$ cat src/rtl/mem_port_arbiter.sv
// Two-requester round-robin arbiter for one port of the dual-port block RAM.
// Serializes single-word reads and writes and hides the RAM read latency behind req/ack.
module mem_port_arbiter #(
    parameter int ADDR_W = 16,
    parameter int DATA_W = 16,
    parameter int RD_LAT = 2
) (
    input  logic              clk,
    input  logic              reset,
    input  logic              r0_req,
    input  logic              r0_we,
    input  logic [ADDR_W-1:0] r0_addr,
    input  logic [DATA_W-1:0] r0_wdata,
    input  logic              r1_req,
    input  logic              r1_we,
    input  logic [ADDR_W-1:0] r1_addr,
    input  logic [DATA_W-1:0] r1_wdata,
    output logic              r0_ack,
    output logic              r1_ack,
    output logic [DATA_W-1:0] r0_rdata,
    output logic [DATA_W-1:0] r1_rdata,
    output logic [ADDR_W-1:0] mem_addr,
    output logic [DATA_W-1:0] mem_wdata,
    output logic              mem_wren,
    input  logic [DATA_W-1:0] mem_q,
    output logic              busy,
    output logic              owner,
    output logic [1:0]        dbg_state
);

    // Handshake: a requester raises req with we/addr/wdata and holds all of them
    // stable until it samples its one-cycle ack; req is only looked at in IDLE.
    typedef enum logic [1:0] {
        IDLE  = 2'd0,
        ISSUE = 2'd1,
        WAIT  = 2'd2,
        ACK   = 2'd3
    } state_t;

    localparam logic [2:0] WAIT_INIT = (RD_LAT > 1) ? 3'(RD_LAT - 2) : 3'd0;

    state_t            state;
    logic              last_owner;
    logic              lat_we;
    logic [2:0]        wait_cnt;

    logic              gnt_valid;
    logic              gnt_sel;
    logic              sel_we;
    logic [ADDR_W-1:0] sel_addr;
    logic [DATA_W-1:0] sel_wdata;

    // On contention the requester that did not win last time is chosen.
    always_comb begin
        gnt_valid = r0_req | r1_req;
        gnt_sel   = 1'b0;
        if (r0_req && r1_req) begin
            gnt_sel = ~last_owner;
        end else if (r1_req) begin
            gnt_sel = 1'b1;
        end
    end

    always_comb begin
        sel_we    = gnt_sel ? r1_we    : r0_we;
        sel_addr  = gnt_sel ? r1_addr  : r0_addr;
        sel_wdata = gnt_sel ? r1_wdata : r0_wdata;
    end

    assign dbg_state = state;

    always_ff @(posedge clk) begin
        if (!reset) begin
            state      <= IDLE;
            last_owner <= 1'b1;
            lat_we     <= 1'b0;
            wait_cnt   <= 3'd0;
            r0_ack     <= 1'b0;
            r1_ack     <= 1'b0;
            r0_rdata   <= '0;
            r1_rdata   <= '0;
            mem_addr   <= '0;
            mem_wdata  <= '0;
            mem_wren   <= 1'b0;
            busy       <= 1'b0;
            owner      <= 1'b0;
        end else begin
            r0_ack <= 1'b0;
            r1_ack <= 1'b0;
            case (state)
                IDLE: begin
                    if (gnt_valid) begin
                        owner      <= gnt_sel;
                        last_owner <= gnt_sel;
                        lat_we     <= sel_we;
                        mem_addr   <= sel_addr;
                        mem_wdata  <= sel_wdata;
                        mem_wren   <= sel_we;
                        busy       <= 1'b1;
                        state      <= ISSUE;
                    end
                end
                ISSUE: begin
                    mem_wren <= 1'b0;
                    if (lat_we) begin
                        state <= ACK;
                        if (owner) r1_ack <= 1'b1;
                        else       r0_ack <= 1'b1;
                    end else if (RD_LAT > 1) begin
                        state    <= WAIT;
                        wait_cnt <= WAIT_INIT;
                    end else begin
                        // Single-cycle RAM: q is already valid at the end of ISSUE.
                        state <= ACK;
                        if (owner) begin
                            r1_ack   <= 1'b1;
                            r1_rdata <= mem_q;
                        end else begin
                            r0_ack   <= 1'b1;
                            r0_rdata <= mem_q;
                        end
                    end
                end
                WAIT: begin
                    if (wait_cnt == 3'd0) begin
                        state <= ACK;
                        if (owner) begin
                            r1_ack   <= 1'b1;
                            r1_rdata <= mem_q;
                        end else begin
                            r0_ack   <= 1'b1;
                            r0_rdata <= mem_q;
                        end
                    end else begin
                        wait_cnt <= wait_cnt - 3'd1;
                    end
                end
                ACK: begin
                    state <= IDLE;
                    busy  <= 1'b0;
                end
                default: begin
                    state <= IDLE;
                    busy  <= 1'b0;
                end
            endcase
        end
    end

    a_rd_lat_legal: assert property (@(posedge clk) (RD_LAT >= 1) && (RD_LAT <= 7));

    a_ack_onehot: assert property (@(posedge clk) disable iff (!reset)
        !(r0_ack && r1_ack));

    a_ack_in_ack_state: assert property (@(posedge clk) disable iff (!reset)
        (r0_ack || r1_ack) |-> (state == ACK));

    a_wren_only_issue: assert property (@(posedge clk) disable iff (!reset)
        mem_wren |-> (state == ISSUE && lat_we));

    a_busy_matches_state: assert property (@(posedge clk) disable iff (!reset)
        busy == (state != IDLE));

endmodule

$ cat config.mk
export PLATFORM = sky130hd
export DESIGN_NAME = mem_port_arbiter
export DESIGN_NICKNAME = d
export VERILOG_FILES = /design/src/rtl/mem_port_arbiter.sv
export SDC_FILE = /design/constraint.sdc
export NUM_CORES = 1
export LEC_CHECK = 0
export ABC_AREA = 1
export BUFFER_PORTS_ARGS = -buffer_cell sky130_fd_sc_hd__buf_2
export CAP_MARGIN = 20
export CELL_PAD_IN_SITES_DETAIL_PLACEMENT = 0
export CELL_PAD_IN_SITES_GLOBAL_PLACEMENT = 2
export CORE_ASPECT_RATIO = 1.1
export CORE_MARGIN = 2
export CORE_UTILIZATION = 24
export CTS_CLUSTER_SIZE = 20
export DETAILED_ROUTE_END_ITERATION = 7
export MAX_ROUTING_LAYER = met4
export PLACE_DENSITY = 0.79
export SLEW_MARGIN = 20
export SYNTH_ARGS = -nofsm -noshare
export SYNTH_HDL_FRONTEND = slang
export SYNTH_SLANG_ARGS = --single-unit
$ cat constraint.sdc
create_clock -name clk -period 2 [get_ports clk]
set_clock_uncertainty 0.05 [all_clocks]
set_input_delay 0.4 -clock clk [delete_from_list [all_inputs] [get_ports clk]]
set_output_delay 0.4 -clock clk [all_outputs]
set_load 0.02 [all_outputs]
# Yosys cells after proc, flatten, opt, wreduce, memory -nomap -nowiden
# Index checks and enable logic that the tools add are counted.
dict set report classes {
  n_addsub 1
  eq_ne 7
  n_mux 24
  bitwise_logic 3
  n_reduce_logical 13
}
# operator n
set ops {}
lappend ops {{two-way mux 16 bit} 2}
lappend ops {{two-way mux 1 bit} 12}
lappend ops {{AND reduction 3 bit} 3}
lappend ops {{inequality test 2 bit (second input constant)} 4}
lappend ops {{one-hot mux 1 bit (2 select lines)} 4}
lappend ops {{one-hot mux 2 bit (4 select lines)} 1}
lappend ops {{AND reduction 2 bit} 4}
lappend ops {{two-way mux 3 bit} 2}
lappend ops {{one-hot mux 3 bit (2 select lines)} 1}
lappend ops {{nonzero test 2 bit} 3}
lappend ops {{== test 2 bit (second input constant)} 2}
lappend ops {{two-way mux 2 bit} 2}
lappend ops {{logical NOT 3 bit} 1}
lappend ops {{subtractor 3 x 1 -> 3 bit (second input constant)} 1}
lappend ops {{== test 2 x 1 -> 1 bit (second input constant)} 1}
lappend ops {{logical NOT 2 bit} 1}
lappend ops {{inverter 1 bit} 2}
lappend ops {{logical AND 1 bit} 1}
lappend ops {{bitwise OR 1 bit} 1}
dict set report word_totals {
  regBits 76
  inputBits 86
  output_inout_bits 71
  word_cells 61
}

# Depth between registers and ports, before layout
# Gate-level depths: netlist of the first run.
dict set report logic_depth {
  ltp_word 5
  depth_mapped 9
  depth_no_buf 8
}

# Least setup slack after synthesis of the first run
# Ideal clock, no wire load.
dict set report synth_timing {
  path_kind {flip-flop to flip-flop}
  from {register state[0], in the netlist dbg_state[0]}
  to {register r1_rdata[6]}
  setup_time_ps 72
  arrival_ps 1530
  t_required_ps 1878
  slack_ps 348
  stages_incl_launch_ff 9
  path_buffers 1
  period_less_slack_ps 1652
  cell_sequence {dfxtp_1 inv_1 ha_1 nand2_1 inv_2 nand2_2 buf_2 nand2_1 a21oi_1}
}
dict set report synth_between {
  elab_chain_len 2
}
# element line
set synth_rtl {}
lappend synth_rtl {{start: declaration} 42} ;# state_t state;
lappend synth_rtl {{start signal: assignment} 74} ;# state <= IDLE;
lappend synth_rtl {{start signal: assignment} 100} ;# state <= ISSUE;
lappend synth_rtl {{start signal: assignment} 106} ;# state <= ACK;
lappend synth_rtl {{== test 2 bit} 90} ;# case (state)
lappend synth_rtl {{AND reduction 3 bit (no line)} n/a}
lappend synth_rtl {{end signal: assignment} 117} ;# r1_rdata <= mem_q;
lappend synth_rtl {{end signal: assignment} 129} ;# r1_rdata <= mem_q;
lappend synth_rtl {{end: declaration} 21} ;# output logic [DATA_W-1:0] r1_rdata,
# No other way between the ends.
# A chain may end at the register's enable or synchronous reset.

# Final worst setup path of the first run
dict set report layout_timing {
  from {register state[0], in the netlist dbg_state[0]}
  to {register mem_wdata[11]}
}
dict set report layout_between {
  elab_chain_len 2
}
# element line
set layout_rtl {}
lappend layout_rtl {{logical NOT 2 bit} 90}
lappend layout_rtl {{AND reduction 2 bit (no line)} n/a}
lappend layout_rtl {{end signal: assignment} 97} ;# mem_wdata <= sel_wdata;
lappend layout_rtl {{end: declaration} 23} ;# output logic [DATA_W-1:0] mem_wdata,
# No other way between the ends.

==> results of run 1 <==
[synth_stat cells, types with 2 or more instances]
cell,number,share of area
buf_6,3,0.010
ha_1,8,0.030
inv_1,44,0.049
a21oi_1,54,0.080
dfxtp_1,76,0.45
nor2_4,3,0.010
clkbuf_1,6,0.0067
o21ai_0,49,0.073
inv_2,4,0.0045
nor2_1,45,0.050
nand2_1,134,0.15
buf_2,11,0.016
nand2_2,2,0.0037
nand3_1,24,0.036
buf_4,4,0.0089
o21ai_1,2,0.0030
[per-layer routing]
metal	vias up	global-route usage	wire, um
met5	-	-	0
met4	0	0.0734	201
met3	14	0.0260	373
met2	73	0.254	5490
met1	1579	0.173	4600
li1	1810	-	-
[metrics by stage]
stage,total power [mW],cell area [um2],setup WS [ps],utilization
6_report,6.22,4580,201,0.333
5_1_grt,6.73,4580,27.7,0.333
4_1_cts,6.32,4580,189,0.333
3_5_place_dp,4.84,4330,207,0.315
3_3_place_gp,4.79,4330,340,0.315
2_1_floorplan,4.02,3370,348,-
[cell usage in the layout, fill, tap and decap left out, types with 3 or more instances in the layout]
cell       instances
clkinv_2           3
nor2_1            45
clkbuf_16          9
nand2_1          134
clkbuf_1           3
nand3_1           24
inv_1             44
o21ai_0           49
a21oi_1           54
dfxtp_1           76
nor2_4             3
buf_4              9
inv_2              4
buf_2            156
ha_1               8
[registers in the layout (all words and copies together) (netlist names), 2 cells and up]
register   flops
mem_addr      16
mem_wdata     16
r0_rdata      16
r1_rdata      16
wait_cnt       3
dbg_state      2
[worst paths after layout]
path,endpoint,startpoint
max reg2reg,mem_wdata[11],dbg_state[0]
min,mem_wdata[7],r1_wdata[7]
min reg2reg,r1_rdata[10],r1_rdata[10]
max,mem_wdata[11],dbg_state[0]
[cell type report]
cell class / instances / area share
sequential: 76 / 0.332
tap: 188 / 0.0514
clock buffer: 12 / 0.0516
clock inverter: 3 / 0.00328
inverter: 49 / 0.0402
timing repair buffer: 167 / 0.194
multi-input combinational: 325 / 0.328
[cell families after synthesis]
kind of cell	Yosys count	synth area share
DFF	76	0.452
AOI/OAI and AO/OA	105	0.156
and+or+nand+nor	212	0.260
buffers and inverters	75	0.102
adders and majority gates	8	0.0297
[worst max-delay path: cells and delay by family, from the launching register on]
family	cells	cell delay (ps)
fa+ha+maj	1	290
flops	1	360
compound gates	2	270
buf+inv	3	500
simple gates	1	230
[power breakdown]
part | total [mW] | switching, mW | internal, mW
clock | 1.45 | 0.620 | 0.828
combinational | 2.57 | 1.70 | 0.874
sequential | 2.20 | 0.245 | 1.95
total | 6.22 | 2.56 | 3.65
==> impl_metrics.py, run 1 <==
metrics = {
    "worst_setup_path": {
        "start_kind": "register",
        "crit_type": "register to register",
        "critPathArrivalTime_ps": 2020,
        "required_ps": 2220,
        "crit_fanout": 59,
        "cp_cell_sequence": "inv_1 -> ha_1 -> inv_2 -> nor2_4 -> buf_12 -> o21ai_0 -> a21oi_1",
        "cpMaxStageDelayCell": "dfxtp_1",
        "reg2regPathDepth": 7,
        "worst_setup_path_end_kind": "register",
        "reg2reg_slack_ps": 200,
        "slowest_delay_ps": 360,
    },
    "synth": {
        "netlist_area_um2": 3370,
        "syn_nets": 570,
        "synthArstFlopShare": 0,
        "synthCells": 476,
        "synth-seq-cells": 76,
        "yosysWarningCount": 0,
        "synth.avg_cell_area_um2": 7.07,
        "yosysSeqAreaShare": 0.452,
        "yosys.cell_types.count": 23,
        "synth_edf_count": 0,
        "yosys_most_used_dff": "dfxtp_1",
    },
    "drt": {
        "remaining_drc_errors": 0,
        "wl_um": 10700,
        "firstDrtPassIters": 4,
        "drtIter0Drc": 125,
        "postRouteAntennaNets": 0,
        "wire_per_inst_um": 13.0,
        "vias": 3476,
        "routed_via_density": 4.24,
    },
    "global_routing": {
        "grt_pass1_wl_um": 16900,
        "grt_util_all_layers": 0.151,
        "grt.overflow.total": 0,
        "antenna_found_initial": 0,
        "grt_max_degree": 60,
        "grt_pass1_vias": 3462,
    },
    "timing": {
        "worst_slew_pin_slew_ps": 520,
        "finalSetupViolCount": 0,
        "finalHoldViolations": 0,
        "hold-worst-slack_ps": 251,
        "max_freq_mhz": 556,
        "slew_headroom": 0.653,
        "rsz0062_at_grt": "false",
        "drv_slew": 0,
        "tns_ps": 0,
        "fin_crit_ps": 1800,
        "finalCritPeriodShare": 0.900,
    },
    "clock_tree": {
        "post_cts_buffers": 0,
        "ctsResizeCount": 0,
        "cts_max_path_buffers": 2,
        "cts_max_level": 3,
        "path_clk_slew_ps": 60,
        "clock_latency_ps": 340,
        "numClockSinks": 76,
        "tritoncts": "done",
        "hold_buffers": 0,
        "cts_made_buffers": 9,
        "root_buffer": "clkbuf_16",
    },
    "power_and_ir_drop": {
        "vdd_drop_max_v": 0.000362,
        "powerDensity_nw_per_um2": 1360,
        "leakagePower_nw": 2.44,
    },
    "die": {
        "core_region_area_um2": 13700,
        "die_w_um": 117,
        "num_rows": 45,
        "die_area_um2": 15000,
        "die-height_um": 128,
        "start_util": 0.245,
        "ios": 157,
    },
    "cells_and_area": {
        "multiInputGateArea_um2": 1500,
        "area_growth_pct": 36.1,
        "fillers": 1571,
        "antenna_cells": 0,
        "nets": 722,
        "seqCellArea_um2": 1520,
        "stdcell_count": 820,
        "layout-drive-gt1-share": 0.299,
    },
    "outcome": {
        "status": "completed",
    },
    "placement": {
        "dp_hpwl_um": 7850,
        "port_buffers": 156,
        "place.gp.congestion": 0.781,
        "place_inst": 805,
    },
    "run": {
        "cap_viol_max_count": 0,
    },
    "hold_path": {
        "hold_class": "input port to register",
        "worstHoldPathCells": 3,
    },
}
No activity file was read; power rests on OpenSTA's default activity.
==> inputs of run 2 (changes only) <==
- CAP_MARGIN: 20 -> default
- CORE_ASPECT_RATIO: 1.1 -> 1.2
==> impl_metrics.py, run 2 (same netlist as run 1, synthesis figures left out) <==
metrics = {
    "outcome": {
        "status": "completed",
    },
    "cells_and_area": {
        "antenna_cells": 0,
        "area_growth_pct": 37.1,
        "final_util": 0.335,
        "final_common_cell": "buf_2",
        "fillers": 1545,
        "layout-drive-gt1-share": 0.300,
        "multiInputGateArea_um2": 1500,
        "seqCellArea_um2": 1520,
        "layout_common_cells": "buf_2 (156), nand2_1 (134), dfxtp_1 (76)",
        "stdcell_count": 800,
        "nets": 718,
    },
    "worst_setup_path": {
        "worst_setup_path_end_kind": "register",
        "cpMaxStageDelayCell": "dfxtp_1",
        "path_buf_inv": 2,
        "slowest_delay_ps": 360,
        "required_ps": 2160,
        "critPathArrivalTime_ps": 1960,
        "cp_cell_sequence": "inv_1 -> ha_1 -> nand2_1 -> inv_2 -> nand2_2 -> nand2_1 -> a21oi_1",
        "startpoint": "dbg_state[0]",
        "cpMostUsedCell": "nand2_1",
        "crit_type": "register to register",
        "start_kind": "register",
        "crit_family": "simple AND/OR/NAND/NOR gates",
        "r2r_start": "dbg_state[0]",
        "crit_fanout": 17,
    },
    "global_routing": {
        "grt_pass1_wl_um": 17300,
        "grt_util_all_layers": 0.148,
        "antenna_found_initial": 0,
        "grt_pass1_vias": 3565,
        "grt.overflow.total": 0,
        "grt_max_degree": 68,
    },
    "drt": {
        "postRouteAntennaNets": 0,
        "firstDrtPassIters": 4,
        "routed_via_density": 4.38,
        "wire_per_inst_um": 13.6,
        "vias": 3507,
        "drtIter0Drc": 168,
        "wl_um": 10900,
        "remaining_drc_errors": 0,
    },
    "placement": {
        "place_inst": 784,
        "place.gp.congestion": 0.763,
        "port_buffers": 156,
        "dp_hpwl_um": 7910,
    },
    "timing": {
        "tns_ps": 0,
        "fin_crit_ps": 1800,
        "finalHoldViolations": 0,
        "rsz0062_at_grt": "false",
        "finalSetupViolCount": 0,
        "worst_slew_pin_slew_ps": 556,
        "hold-worst-slack_ps": 259,
        "finalCritPeriodShare": 0.899,
        "slew_headroom": 0.627,
        "max_freq_mhz": 556,
        "drv_slew": 0,
    },
    "clock_tree": {
        "clock_latency_ps": 330,
        "cts_made_buffers": 9,
        "tritoncts": "done",
        "hold_buffers": 0,
        "path_clk_slew_ps": 60,
        "ctsResizeCount": 0,
        "numClockSinks": 76,
        "cts_max_level": 3,
        "root_buffer": "clkbuf_16",
        "post_cts_buffers": 0,
        "cts_max_path_buffers": 2,
    },
    "power_and_ir_drop": {
        "power_mw": 6.56,
        "leakagePower_nw": 2.45,
        "vdd_drop_max_v": 0.000692,
        "powerDensity_nw_per_um2": 1420,
    },
    "die": {
        "die_w_um": 112,
        "start_util": 0.245,
        "ios": 157,
        "num_rows": 47,
        "die_area_um2": 15000,
        "core_region_area_um2": 13800,
        "die-height_um": 134,
    },
    "run": {
        "cap_viol_max_count": 0,
    },
    "hold_path": {
        "hold_class": "input port to register",
        "hp-start": "mem_q[12]",
    },
}
==> run 2: per-stage QoR <==
step	worst slack [ps]	area (um2)
2_1_floorplan	348	3370
4_1_cts	208	4610
3_5_place_dp	200	4280
5_1_grt	17.3	4610
3_3_place_gp	243	4280
6_report	202	4610
==> run 2: layout make-up <==
cell class,count,area share
Clock buffer,11,0.0548
Timing Repair Buffer,163,0.186
Sequential cell,76,0.330
Inverter,49,0.0399
Tap cell,171,0.0464
Multi-Input combinational cell,325,0.325
Clock inverter,5,0.0182
==> run 2: worst register-to-register path: stages (launching register included) <==
cell and delay, ps:
dfxtp_1 360, inv_1 170, ha_1 210, nand2_1 120, inv_2 260, nand2_2 300, nand2_1 140, a21oi_1 70
==> run 2: worst paths after layout <==
| path | cells after the start | end | slack (ps) |
|---|---|---|---|
| max | 7 | r1_rdata[3] | 200 |
| min reg2reg | 2 | r1_rdata[14] | 410 |
| min | 3 | r0_rdata[12] | 260 |
| max reg2reg | 7 | r1_rdata[3] | 200 |
==> run 2: per-layer routing <==
metal,vias to the layer above,routed length [um],global-route usage
met5,-,0,-
met4,0,282,0.0650
met3,21,428,0.0278
met2,83,5860,0.266
met1,1600,4330,0.158
li1,1803,-,-
==> run 2: where the power goes <==
part	leakage (nW)	internal (mW)	switching (mW)	total, mW
combinational	1.67	0.848	1.70	2.55
clock	0.158	1.16	0.660	1.82
sequential	0.624	1.95	0.241	2.19
